## src/rtl/pll_lock_sequencer_if.sv

```systemverilog
// rtl/pll_lock_sequencer_if.sv - PLL lock sequencer signal bundle (lock in, resets/status out)
interface pll_lock_sequencer_if #(
   parameter int RETRY_W = 2
);
   logic               pll_extlock;
   logic               relock_req;
   logic               pll_reset;
   logic               sys_rst;
   logic               ready;
   logic               fault;
   logic               lock_lost;
   logic [RETRY_W-1:0] retry_cnt;

   // PLL wrapper / board side: supplies lock and relock, observes resets and status
   modport master (
      output pll_extlock,
      output relock_req,
      input  pll_reset,
      input  sys_rst,
      input  ready,
      input  fault,
      input  lock_lost,
      input  retry_cnt
   );

   // Sequencer side
   modport slave (
      input  pll_extlock,
      input  relock_req,
      output pll_reset,
      output sys_rst,
      output ready,
      output fault,
      output lock_lost,
      output retry_cnt
   );
endinterface

```

## src/rtl/pll_lock_sequencer.sv

```systemverilog
// rtl/pll_lock_sequencer.sv - PLL reset pulse, lock qualification and system reset release
module pll_lock_sequencer #(
   parameter int PLL_RST_CYCLES      = 16,
   parameter int LOCK_STABLE_CYCLES  = 1024,
   parameter int LOCK_TIMEOUT_CYCLES = 65536,
   parameter int MAX_RETRIES         = 3
) (
   input  logic                refclk,
   input  logic                reset,
   pll_lock_sequencer_if.slave bus
);
   // One counter serves every timed state, so it is sized for the longest window.
   localparam int CNT_MAX_A = (PLL_RST_CYCLES > LOCK_STABLE_CYCLES) ? PLL_RST_CYCLES : LOCK_STABLE_CYCLES;
   localparam int CNT_MAX   = (CNT_MAX_A > LOCK_TIMEOUT_CYCLES) ? CNT_MAX_A : LOCK_TIMEOUT_CYCLES;
   localparam int CNT_W     = (CNT_MAX < 2) ? 1 : $clog2(CNT_MAX);
   localparam int RETRY_W   = (MAX_RETRIES < 1) ? 1 : $clog2(MAX_RETRIES + 1);

   localparam logic [CNT_W-1:0]   PLL_RST_LAST = CNT_W'(PLL_RST_CYCLES - 1);
   localparam logic [CNT_W-1:0]   STABLE_LAST  = CNT_W'(LOCK_STABLE_CYCLES - 1);
   localparam logic [CNT_W-1:0]   TIMEOUT_LAST = CNT_W'(LOCK_TIMEOUT_CYCLES - 1);
   localparam logic [RETRY_W-1:0] RETRY_LAST   = RETRY_W'(MAX_RETRIES);

   typedef enum logic [2:0] {
      S_PLL_RST   = 3'd0,
      S_WAIT_LOCK = 3'd1,
      S_STABLE    = 3'd2,
      S_RUN       = 3'd3,
      S_FAULT     = 3'd4
   } state_t;

   typedef struct packed {
      logic pll_reset;
      logic sys_rst;
      logic ready;
      logic fault;
   } outs_t;

   // Output pattern for a state; applied with the state it belongs to so outputs
   // move on the same edge as the state register.
   function automatic outs_t decode(input state_t s);
      outs_t o;
      o.pll_reset = (s == S_PLL_RST) || (s == S_FAULT);
      o.sys_rst   = (s != S_RUN);
      o.ready     = (s == S_RUN);
      o.fault     = (s == S_FAULT);
      return o;
   endfunction

   state_t             state;
   logic [CNT_W-1:0]   cnt;
   logic [RETRY_W-1:0] retry_q;
   logic               lock_lost_q;
   outs_t              outs;
   logic               sync1;
   logic               lock_s;

   // Two-flop synchronizer bringing the asynchronous extlock into refclk
   always_ff @(posedge refclk) begin
      if (reset) begin
         sync1  <= 1'b0;
         lock_s <= 1'b0;
      end else begin
         sync1  <= bus.pll_extlock;
         lock_s <= sync1;
      end
   end

   // Sequencer FSM: state, shared window counter, retry count and registered outputs
   always_ff @(posedge refclk) begin
      if (reset) begin
         state       <= S_PLL_RST;
         cnt         <= '0;
         retry_q     <= '0;
         lock_lost_q <= 1'b0;
         outs        <= decode(S_PLL_RST);
      end else begin
         case (state)
            S_PLL_RST: begin
               if (cnt == PLL_RST_LAST) begin
                  state <= S_WAIT_LOCK;
                  cnt   <= '0;
                  outs  <= decode(S_WAIT_LOCK);
               end else begin
                  cnt <= cnt + 1'b1;
               end
            end

            S_WAIT_LOCK: begin
               // A lock seen on the final timeout cycle still counts as a lock.
               if (lock_s) begin
                  state <= S_STABLE;
                  cnt   <= '0;
                  outs  <= decode(S_STABLE);
               end else if (cnt == TIMEOUT_LAST) begin
                  cnt <= '0;
                  if (retry_q == RETRY_LAST) begin
                     state <= S_FAULT;
                     outs  <= decode(S_FAULT);
                  end else begin
                     state   <= S_PLL_RST;
                     retry_q <= retry_q + 1'b1;
                     outs    <= decode(S_PLL_RST);
                  end
               end else begin
                  cnt <= cnt + 1'b1;
               end
            end

            S_STABLE: begin
               // A dropout here is treated as a glitch: restart the timeout window
               // without spending a retry.
               if (!lock_s) begin
                  state <= S_WAIT_LOCK;
                  cnt   <= '0;
                  outs  <= decode(S_WAIT_LOCK);
               end else if (cnt == STABLE_LAST) begin
                  state <= S_RUN;
                  cnt   <= '0;
                  outs  <= decode(S_RUN);
               end else begin
                  cnt <= cnt + 1'b1;
               end
            end

            S_RUN: begin
               // Lock loss outranks a simultaneous relock request so it is recorded.
               if (!lock_s) begin
                  state       <= S_PLL_RST;
                  cnt         <= '0;
                  retry_q     <= '0;
                  lock_lost_q <= 1'b1;
                  outs        <= decode(S_PLL_RST);
               end else if (bus.relock_req) begin
                  state   <= S_PLL_RST;
                  cnt     <= '0;
                  retry_q <= '0;
                  outs    <= decode(S_PLL_RST);
               end
            end

            S_FAULT: begin
               // Only an explicit relock leaves the fault; lock status is ignored.
               if (bus.relock_req) begin
                  state   <= S_PLL_RST;
                  cnt     <= '0;
                  retry_q <= '0;
                  outs    <= decode(S_PLL_RST);
               end
            end

            default: begin
               state <= S_PLL_RST;
               cnt   <= '0;
               outs  <= decode(S_PLL_RST);
            end
         endcase
      end
   end

   assign bus.pll_reset = outs.pll_reset;
   assign bus.sys_rst   = outs.sys_rst;
   assign bus.ready     = outs.ready;
   assign bus.fault     = outs.fault;
   assign bus.lock_lost = lock_lost_q;
   assign bus.retry_cnt = retry_q;
endmodule

```

## src/flat_wrapper.sv

```systemverilog
// flat-port wrapper written by rule: the top's interface ports become plain ports
module pll_lock_sequencer_flat 
#(
   parameter int PLL_RST_CYCLES      = 16,
   parameter int LOCK_STABLE_CYCLES  = 1024,
   parameter int LOCK_TIMEOUT_CYCLES = 65536,
   parameter int MAX_RETRIES         = 3
)
  (refclk, reset, bus_pll_extlock, bus_relock_req, bus_pll_reset, bus_sys_rst, bus_ready, bus_fault, bus_lock_lost, bus_retry_cnt);
  pll_lock_sequencer_if #(.RETRY_W((2))) bus_i ();
  input  logic refclk;
  input  logic reset;
  input wire logic [$bits(bus_i.pll_extlock)-1:0] bus_pll_extlock;
  input wire logic [$bits(bus_i.relock_req)-1:0] bus_relock_req;
  output wire logic [$bits(bus_i.pll_reset)-1:0] bus_pll_reset;
  output wire logic [$bits(bus_i.sys_rst)-1:0] bus_sys_rst;
  output wire logic [$bits(bus_i.ready)-1:0] bus_ready;
  output wire logic [$bits(bus_i.fault)-1:0] bus_fault;
  output wire logic [$bits(bus_i.lock_lost)-1:0] bus_lock_lost;
  output wire logic [$bits(bus_i.retry_cnt)-1:0] bus_retry_cnt;
  assign bus_i.pll_extlock = bus_pll_extlock;
  assign bus_i.relock_req = bus_relock_req;
  assign bus_pll_reset = bus_i.pll_reset;
  assign bus_sys_rst = bus_i.sys_rst;
  assign bus_ready = bus_i.ready;
  assign bus_fault = bus_i.fault;
  assign bus_lock_lost = bus_i.lock_lost;
  assign bus_retry_cnt = bus_i.retry_cnt;
  pll_lock_sequencer #(.PLL_RST_CYCLES(PLL_RST_CYCLES), .LOCK_STABLE_CYCLES(LOCK_STABLE_CYCLES), .LOCK_TIMEOUT_CYCLES(LOCK_TIMEOUT_CYCLES), .MAX_RETRIES(MAX_RETRIES)) u_core (.refclk(refclk), .reset(reset), .bus(bus_i));
endmodule
```

## config.mk

```make
export PLATFORM = sky130hd
export DESIGN_NAME = pll_lock_sequencer_flat
export DESIGN_NICKNAME = d
export VERILOG_FILES = /design/src/rtl/pll_lock_sequencer_if.sv /design/src/rtl/pll_lock_sequencer.sv /design/src/flat_wrapper.sv
export SDC_FILE = /design/constraint.sdc
export NUM_CORES = 1
export LEC_CHECK = 0
export BUFFER_PORTS_ARGS = -buffer_cell sky130_fd_sc_hd__buf_2
export CORE_AREA = 2 2 57 59
export CTS_BUF_LIST = sky130_fd_sc_hd__clkbuf_4
export DETAILED_ROUTE_END_ITERATION = 8
export DIE_AREA = 0 0 59 61
export PLACE_DENSITY = 0.72
export SETUP_SLACK_MARGIN = 0.02
export SLEW_MARGIN = 20
export SYNTH_ARGS = -nofsm -noshare
export SYNTH_HDL_FRONTEND = slang
export SYNTH_SLANG_ARGS = --single-unit
```

## constraint.sdc

```tcl
create_clock -name refclk -period 4.5 [get_ports refclk]
set_input_delay 0.9 -clock refclk [delete_from_list [all_inputs] [get_ports refclk]]
set_output_delay 0.9 -clock refclk [all_outputs]
set_load 0.01 [all_outputs]
```

==> flow_summary.toml <==
[outcome]
status = "complete, no violations"

[pwr]
power_density_nw_per_um2 = 247
power.total_uw = 405
ir_drop_mv = 0.148
total_leakage_power_nw = 0.562

[clock_tree]
cts_hold_buf = 0
cts_buffer_depth = 2
cts_setup_buffers = 0
cts_htree_levels = 1
clk_latency_ns = 0.32
cts_resized = 0
cts_made_buffers = 3
cts_root_buffer = "clkbuf_4"
cts.sinks = 28
tritoncts = "done"
clk_pin_slew_ns = 0.14

[die]
die_y_um = 61
ios = 11
dieArea_um2 = 3600
initial_core_util_pct = 53.6
row_count = 20
core_um2 = 2950
die_x_um = 59

[synthesis]
synth-seq-area-share_pct = 35.4
ys_types = 56
synth_edf_count = 0
async_flop_share_pct = 0
yosysTopAreaCell = "dfxtp_1"
syn_area_um2 = 1580
synth-seq-cells = 28
ys.warnings.count = 0
synth_top_area_share_pct = 35.4
yosys-top-cells-area = "dfxtp_1, nand2_1, a21oi_1, nand3_1, o21ai_1"
synthFlopType = "dfxtp_1"
syn_avg_cell_area_um2 = 8.37
netlist_instances = 189
syn_nets = 195

[sta]
setup_tns_ns = 0
finalCritPeriodShare_pct = 59.6
relSlewSlack_pct = 31.0
finalHoldViolCount = 0
fin_worst_skew_ns = 0.00376
max_freq_mhz = 373
setup_viol = 0
worst_pin_slew_ns = 1.04
drv_slew = 0
rsz0062_at_grt = "no"
layout_min_cycle_time_ns = 2.68

[cells_and_area]
drive_above_1_share_pct = 12.2
final_cell_mix = "dfxtp_1, nand2_1, a21oi_1"
final_common_cell = "dfxtp_1"
area_delta_synth_final_pct = 3.64
diodes = 0
fin_nets = 197

[critical_path]
worstPathArrival_ns = 2.92
worstSetupStartpointType = "flip-flop"
crit_path_max_fanout = 16
crit_required_ns = 4.74
path_class = "flip-flop to flip-flop"
crit_path_end_kind = "flip-flop"

[global_route]
grt_pass1_wl_mm = 5.35
overflow = 0
grt_max_degree = 17
antenna_found_initial = 0
grt_pass1_vias = 1194
grt_usage_pct = 19.1

[placement]
gp_congestion = 0.864
hpwlAfterDp_mm = 2.27
port_buffers = 10

[route]
finalWirelength_mm = 3.14
ant_nets = 0
vias = 1359
dr.pass1.iters = 4
first_iter_violations = 60
via_per_inst = 6.12
drc = 0
avgRoutedWirePerCell_um = 14.1

[min_path]
min-delay-path-class = "flip-flop to flip-flop"

[flow_run]
max-cap-violations = 0
[per-layer routing]
metal	global-route usage, %	share of wire, %
met4	6.82	1.2
met1	24.7	48
met3	1.92	2.6
met5	0	0
met2	33.0	48
[cell families (layout without fill, tap and decap cells)]
family          Yosys count  in the layout  synth area share [%]
xor+xnor                  8              8                  4.43
simple gates             87             87                  33.0
flops                    28             28                  35.4
fa+ha+maj                 2              2                  1.58
compound gates           49             49                  21.5
buf+inv                  15             15                  4.03
[where the power goes]
| part | leakage, nW | switching (mW) | internal, mW |
|---|---|---|---|
| logic | 0.321 | 0.0255 | 0.0153 |
| clock network | 0.0138 | 0.0711 | 0.0314 |
| registers | 0.227 | 0.00770 | 0.254 |
| total | 0.562 | 0.104 | 0.301 |
[cells in the mapped netlist, drive strengths merged, types with 2 or more instances]
cell    number
inv          2
ha           2
nand3b       2
a21oi       13
nor2b        2
nand2       21
or4          3
a21o         3
o21ai       11
and3         4
a211o        2
nor4         4
buf          5
o32ai        3
nand2b       6
dfxtp       28
nand4        6
nor2        11
clkbuf       8
a211oi       2
xnor2        5
o31ai        3
xor2         3
nor4b        2
or2          4
nand3       13
o311ai       2
nor3         3
o21a         2
[critical path, cell delays in order (launching register included)]
cell     delay [ns]
dfxtp_1        0.42
or2_0          0.38
o32ai_2        0.93
o21ai_1        0.49
o32ai_1        0.38
[sequential cells by signal, indices dropped and copies added (netlist names)]
register              count
u_core.bus.fault          1
u_core.bus.lock_lost      1
u_core.bus.pll_reset      1
u_core.bus.ready          1
u_core.bus.retry_cnt      2
u_core.bus.sys_rst        1
u_core.cnt               16
u_core.lock_s             1
u_core.state              3
u_core.sync1              1
[final cells by class]
| type | instances | area [um2] |
|---|---|---|
| Fill cell | 292 | 1310 |
| Tap cell | 33 | 41.3 |
| Inverter | 2 | 7.51 |
| Clock buffer | 3 | 22.5 |
| Multi-Input combinational cell | 146 | 957 |
| Timing Repair Buffer | 10 | 50.0 |
| Sequential cell | 28 | 561 |
[final timing paths]
kind	start	end	slack, ns	cells after the start
min reg2reg	u_core.sync1$_SDFF_PP0_	u_core.lock_s$_SDFF_PP0_	0.45	1
min	u_core.sync1$_SDFF_PP0_	u_core.lock_s$_SDFF_PP0_	0.45	1
max	u_core.state[0]$_SDFFE_PP0P_	u_core.cnt[5]$_SDFF_PP0_	1.82	4
max reg2reg	u_core.state[0]$_SDFFE_PP0P_	u_core.cnt[5]$_SDFF_PP0_	1.82	4
[per-stage QoR]
| stage | cells | hold slack, ns | utilization, % | worst slack (ns) | instance area [um2] |
|---|---|---|---|---|---|
| after CTS | 222 | 0.455 | 55.5 | 1.81 | 1640 |
| after detailed placement | 219 | 0.422 | 54.7 | 1.77 | 1620 |
| after global placement | 219 | 0.427 | 54.7 | 1.83 | 1620 |
| after global routing | 222 | 0.463 | 55.5 | 1.51 | 1640 |
| final | 222 | 0.453 | 55.5 | 1.82 | 1640 |
| after floorplan | 189 | 0.414 | - | 2.54 | 1580 |
No activity file was read; power rests on OpenSTA's default activity.
